`config.mk`:
```
export PLATFORM = sky130hd
export DESIGN_NAME = axi_llc_evict_ctrl
export DESIGN_NICKNAME = d
export VERILOG_FILES = /design/src/rtl/axi_llc_evict_ctrl.sv
export SDC_FILE = /design/constraint.sdc
export NUM_CORES = 1
export LEC_CHECK = 0
export CORE_AREA = 2 2 84 86
export CTS_CLUSTER_DIAMETER = 30
export DETAILED_ROUTE_END_ITERATION = 6
export DIE_AREA = 0 0 86 88
export GPL_TIMING_DRIVEN = 0
export HOLD_SLACK_MARGIN = 0.1
export PLACE_DENSITY = 0.86
export SYNTH_ARGS = -nofsm -noshare
export SYNTH_HDL_FRONTEND = slang
export SYNTH_SLANG_ARGS = --single-unit
```
`constraint.sdc`:
```
create_clock -name clk_i -period 2.9 [get_ports clk_i]
set_input_delay 0.435 -clock clk_i [delete_from_list [all_inputs] [get_ports clk_i]]
set_output_delay 0.435 -clock clk_i [all_outputs]
set_load 0.05 [all_outputs]
```
`src/rtl/axi_llc_evict_ctrl.sv`:
```
// LLC miss eviction controller: picks a victim, writes it back if dirty,
// refills the line, updates the tag store and reports the filled way.
package axi_llc_pkg;
  typedef struct packed {
    int unsigned SetAssociativity;
    int unsigned NumLines;
    int unsigned NumBlocks;
  } llc_cfg_t;
endpackage

module axi_llc_evict_ctrl
  import axi_llc_pkg::*;
#(
  parameter llc_cfg_t    Cfg        = llc_cfg_t'{default: '0},
  parameter type         way_ind_t  = logic,
  parameter int unsigned IndexWidth = 32'd8,
  parameter int unsigned TagWidth   = 32'd20
) (
  input  logic                  clk_i,
  input  logic                  rst_ni,
  input  logic                  miss_valid_i,
  output logic                  miss_ready_o,
  input  logic [IndexWidth-1:0] miss_index_i,
  input  logic [TagWidth-1:0]   miss_tag_i,
  input  logic                  miss_write_i,
  output logic                  evict_req_o,
  input  logic                  evict_valid_i,
  input  way_ind_t              evict_way_i,
  input  logic                  evict_i,
  input  logic [TagWidth-1:0]   old_tag_i,
  output logic                  wb_valid_o,
  input  logic                  wb_ready_i,
  output logic [IndexWidth-1:0] wb_index_o,
  output logic [TagWidth-1:0]   wb_tag_o,
  output way_ind_t              wb_way_o,
  output logic                  refill_valid_o,
  input  logic                  refill_ready_i,
  output logic [IndexWidth-1:0] refill_index_o,
  output logic [TagWidth-1:0]   refill_tag_o,
  output way_ind_t              refill_way_o,
  output logic                  tag_we_o,
  output logic [IndexWidth-1:0] tag_index_o,
  output logic [TagWidth-1:0]   tag_o,
  output way_ind_t              tag_way_o,
  output logic                  tag_dirty_o,
  output logic                  done_valid_o,
  input  logic                  done_ready_i,
  output way_ind_t              done_way_o,
  output logic                  busy_o
);

  if (Cfg.SetAssociativity != 0 &&
      Cfg.SetAssociativity != $bits(way_ind_t)) begin : g_cfg_err
    $error("way_ind_t width must equal Cfg.SetAssociativity");
  end

  typedef enum logic [2:0] {
    IDLE,
    SELECT,
    WB,
    REFILL,
    TAG,
    DONE
  } state_e;

  state_e                state_q, state_d;
  logic [IndexWidth-1:0] index_q, index_d;
  logic [TagWidth-1:0]   tag_q, tag_d;
  logic [TagWidth-1:0]   old_tag_q, old_tag_d;
  logic                  write_q, write_d;
  way_ind_t              way_q, way_d;

  always_ff @(posedge clk_i or negedge rst_ni) begin
    if (!rst_ni) begin
      state_q   <= IDLE;
      index_q   <= '0;
      tag_q     <= '0;
      old_tag_q <= '0;
      write_q   <= 1'b0;
      way_q     <= '0;
    end else begin
      state_q   <= state_d;
      index_q   <= index_d;
      tag_q     <= tag_d;
      old_tag_q <= old_tag_d;
      write_q   <= write_d;
      way_q     <= way_d;
    end
  end

  always_comb begin
    state_d        = state_q;
    index_d        = index_q;
    tag_d          = tag_q;
    old_tag_d      = old_tag_q;
    write_d        = write_q;
    way_d          = way_q;
    miss_ready_o   = 1'b0;
    evict_req_o    = 1'b0;
    wb_valid_o     = 1'b0;
    wb_index_o     = '0;
    wb_tag_o       = '0;
    wb_way_o       = '0;
    refill_valid_o = 1'b0;
    refill_index_o = '0;
    refill_tag_o   = '0;
    refill_way_o   = '0;
    tag_we_o       = 1'b0;
    tag_index_o    = '0;
    tag_o          = '0;
    tag_way_o      = '0;
    tag_dirty_o    = 1'b0;
    done_valid_o   = 1'b0;
    done_way_o     = '0;
    unique case (state_q)
      IDLE: begin
        miss_ready_o = 1'b1;
        if (miss_valid_i) begin
          index_d = miss_index_i;
          tag_d   = miss_tag_i;
          write_d = miss_write_i;
          state_d = SELECT;
        end
      end
      SELECT: begin
        evict_req_o = 1'b1;
        if (evict_valid_i) begin
          way_d     = evict_way_i;
          old_tag_d = old_tag_i;
          state_d   = evict_i ? WB : REFILL;
        end
      end
      WB: begin
        wb_valid_o = 1'b1;
        wb_index_o = index_q;
        wb_tag_o   = old_tag_q;
        wb_way_o   = way_q;
        if (wb_ready_i) state_d = REFILL;
      end
      REFILL: begin
        refill_valid_o = 1'b1;
        refill_index_o = index_q;
        refill_tag_o   = tag_q;
        refill_way_o   = way_q;
        if (refill_ready_i) state_d = TAG;
      end
      TAG: begin
        tag_we_o    = 1'b1;
        tag_index_o = index_q;
        tag_o       = tag_q;
        tag_way_o   = way_q;
        tag_dirty_o = write_q;
        state_d     = DONE;
      end
      DONE: begin
        done_valid_o = 1'b1;
        done_way_o   = way_q;
        if (done_ready_i) state_d = IDLE;
      end
      default: state_d = IDLE;
    endcase
  end

  assign busy_o = (state_q != IDLE);

  // A selector returning a non-onehot way would corrupt two ways at once.
  a_way_onehot: assert property (
    @(posedge clk_i) disable iff (!rst_ni)
    (state_q inside {WB, REFILL, TAG, DONE}) |-> $onehot(way_q)
  ) else $fatal(1, "latched way is not onehot");

endmodule
```
==> results.sh <==
export IMPL_status="finished clean"
export IMPL_wl_per_cell_um=14.7
export IMPL_cp_start_kind="flip-flop"
export IMPL_dp_hpwl_um=5590
export IMPL_worst_setup_path_type="flip-flop to output pin"
export IMPL_drc=0
export IMPL_die_x_um=86
export IMPL_ys_types=29
export IMPL_crit_path_end_kind="output pin"
export IMPL_yosys_warnings=0
export IMPL_ff_latch_area_sq_um=1330
export IMPL_initial_core_util_pct=41.5
export IMPL_finalSetupViolCount=0
export IMPL_hold_buffers=0
export IMPL_synth_seq_cells=53
export IMPL_fin_ws_ns=0.132
export IMPL_worstPathRequired_ns=2.47
export IMPL_relSlewSlack_pct=53.3
export IMPL_fin_crit_sh_pct=95.4
export IMPL_via_per_inst=4.73
export IMPL_power_mw=4.50
export IMPL_synth_seq_area_share_pct=48.1
export IMPL_min_period_ns=2.77
export IMPL_path_cells="nand2b_1, nor2_1, clkbuf_1, clkdlybuf4s50_1"
export IMPL_multi_input_area_sq_um=1300
export IMPL_cts_tree="done"
export IMPL_portBuffers=153
export IMPL_cpMaxStageDelayCell="clkdlybuf4s50_1"
export IMPL_diodes=0
export IMPL_power_density_nw_per_um2=1030
export IMPL_cts_num_sinks=53
export IMPL_gr_total_overflow=0
export IMPL_final_cell_area_sq_um=4380
export IMPL_final_cell_mix="89 x and2_1, 86 x dlygate4sd2_1, 62 x clkdlybuf4s50_1, 53 x dfrtp_1, 50 x mux2_2"
export IMPL_final_max_slew_violation_count=0
export IMPL_grt_max_degree=30
export IMPL_path_buf_inv=2
export IMPL_peakVddDrop_v=0.000482
export IMPL_path_max_fanout=10
export IMPL_placed_cells=470
export IMPL_place_area_sq_um=4400
export IMPL_synth_nets=294
export IMPL_syn2layout_area_growth_pct=59.0
export IMPL_cp_top_family="buffers and inverters"
export IMPL_ff2ff_setup_slack_ns=1.25
export IMPL_arrival_ns=2.33
export IMPL_cts_max_path_buffers=2
export IMPL_fin_cells=478
export IMPL_tns_ns=0
export IMPL_die_h_um=88
export IMPL_final_common_cell="and2_1"
export IMPL_maxCapViolCount=0
export IMPL_netlist_instances=236
export IMPL_nNetsFinal=455
export IMPL_ant_nets=0
export IMPL_grt_pass1_vias=2317
export IMPL_tightestPinTransition_ns=0.701
export IMPL_drtIter0Drc=53
export IMPL_whs_ns=0.177
export IMPL_hold_class="input port to asynchronous set/reset pin"
export IMPL_grt_antenna_before_repair=0
export IMPL_timing_rr_end="index_q[6]"
export IMPL_finalClockSkew_ns=0.00431
export IMPL_avgSynthCellArea_sq_um=11.7
export IMPL_io_pins=154
export IMPL_cts_root_buf="clkbuf_8"
export IMPL_htreeDepth=2
export IMPL_cts_made_buffers=5
export IMPL_fmax_ghz=0.361
export IMPL_clk_transition_reported_paths_ns=0.09
export IMPL_wl_um=7040
export IMPL_rsz0062_at_grt="false"
export IMPL_clock_latency_ns=0.29
export IMPL_syn_area_sq_um=2760
export IMPL_grt_usage_pct=18.8
export IMPL_dr_pass1_iters=4
export IMPL_dr_total_vias=2263
export IMPL_grt_pass1_wl_um=11200
export IMPL_gp_congestion=0.745
export IMPL_hold_viol=0
export IMPL_core_area_sq_um=6640
export IMPL_drive_above_1_share_pct=18.3
export IMPL_r2r_start="state_q[1]"
export IMPL_rows=30
export IMPL_leakagePower_nw=2.28
export IMPL_slowest_delay_ns=0.87
export IMPL_final_core_util_pct=66.0
export IMPL_dieArea_sq_um=7570
export IMPL_n_fill_cell=582
export IMPL_r2r_cells=6
export IMPL_post_place_ws_ns=0.212
## worst reg2reg max path, cell delays in order, from the launching register on
cell	delay, ns
dfrtp_1	0.38
buf_4	0.17
nor3_4	0.19
and2_4	0.19
buf_8	0.14
buf_12	0.14
mux2_2	0.33
## report_power, final
part           internal [mW]  total [mW]  switching [mW]  leakage, nW
Clock                  0.172       0.397           0.224       0.0395
Sequential              1.12        1.35           0.227        0.628
Combinational           1.04        2.75            1.71         1.61
## worst max path at each step
stage / depth (start not counted) / from / end
floorplan: 4 / state_q[2] / refill_index_o[0]
finish: 4 / state_q[2] / wb_valid_o
detailed placement: 5 / state_q[2] / tag_index_o[0]
CTS: 4 / state_q[2] / tag_we_o
global placement: 1 / rst_ni / tag_q[6]
global route: 4 / state_q[2] / wb_valid_o
## registers in the layout, summed over array words and instances (netlist names)
name,flops
old_tag_q,20
tag_q,20
index_q,8
state_q,3
way_q,1
write_q,1
## synth_stat cells
| cell type | n | share of area (%) |
|---|---|---|
| a211o_1 | 1 | 0.32 |
| a21o_1 | 1 | 0.27 |
| a21oi_1 | 1 | 0.18 |
| a22oi_1 | 1 | 0.27 |
| and2_1 | 89 | 20 |
| and2_4 | 1 | 0.32 |
| and3_1 | 1 | 0.23 |
| buf_12 | 1 | 0.73 |
| buf_2 | 2 | 0.36 |
| buf_4 | 3 | 0.82 |
| buf_6 | 2 | 0.82 |
| buf_8 | 1 | 0.54 |
| clkbuf_1 | 6 | 0.82 |
| clkbuf_2 | 2 | 0.36 |
| dfrtp_1 | 53 | 48 |
| inv_1 | 2 | 0.27 |
| mux2_2 | 50 | 20 |
| nand2_1 | 4 | 0.54 |
| nand2b_1 | 1 | 0.23 |
| nand2b_4 | 1 | 0.50 |
| nand3b_1 | 1 | 0.27 |
| nor2_1 | 4 | 0.54 |
| nor2b_1 | 1 | 0.23 |
| nor3_4 | 1 | 0.59 |
| nor3b_1 | 1 | 0.27 |
| nor3b_2 | 1 | 0.45 |
| nor3b_4 | 1 | 0.68 |
| nor4_1 | 1 | 0.23 |
| o21ai_0 | 2 | 0.36 |
## kinds of logic (layout without fill, tap and decap cells)
group	after synthesis	count (layout)	synth area share (%)
AND/OR/NAND/NOR	108	108	25.3
flip-flops	53	53	48.1
AO/OA/AOI/OAI	6	6	1.41
buffers and inverters	19	181	4.72
multiplexers	50	50	20.4
## what timing repair did
action                     4_1_cts  5_1_grt
setup endpoints to repair       87        4
gates resized for setup         87        4
setup buffers                    0        0
hold endpoints to repair         0        0
## metal layers
metal	up-vias	part of all wire (%)	GRT usage [%]
li1	1088	-	-
met4	0	0.70	4.18
met3	5	9.5	6.69
met2	94	51	33.8
met1	1076	38	21.7
met5	-	0	0
## area by class of cell
type,instances,area share (%)
Buffer,17,2.80
Clock buffer,8,1.83
Inverter,2,0.171
Multi-Input combinational cell,164,29.6
Sequential cell,53,30.3
Tap cell,80,2.28
Timing Repair Buffer,154,33.0
No activity file was read; power rests on OpenSTA's default activity.
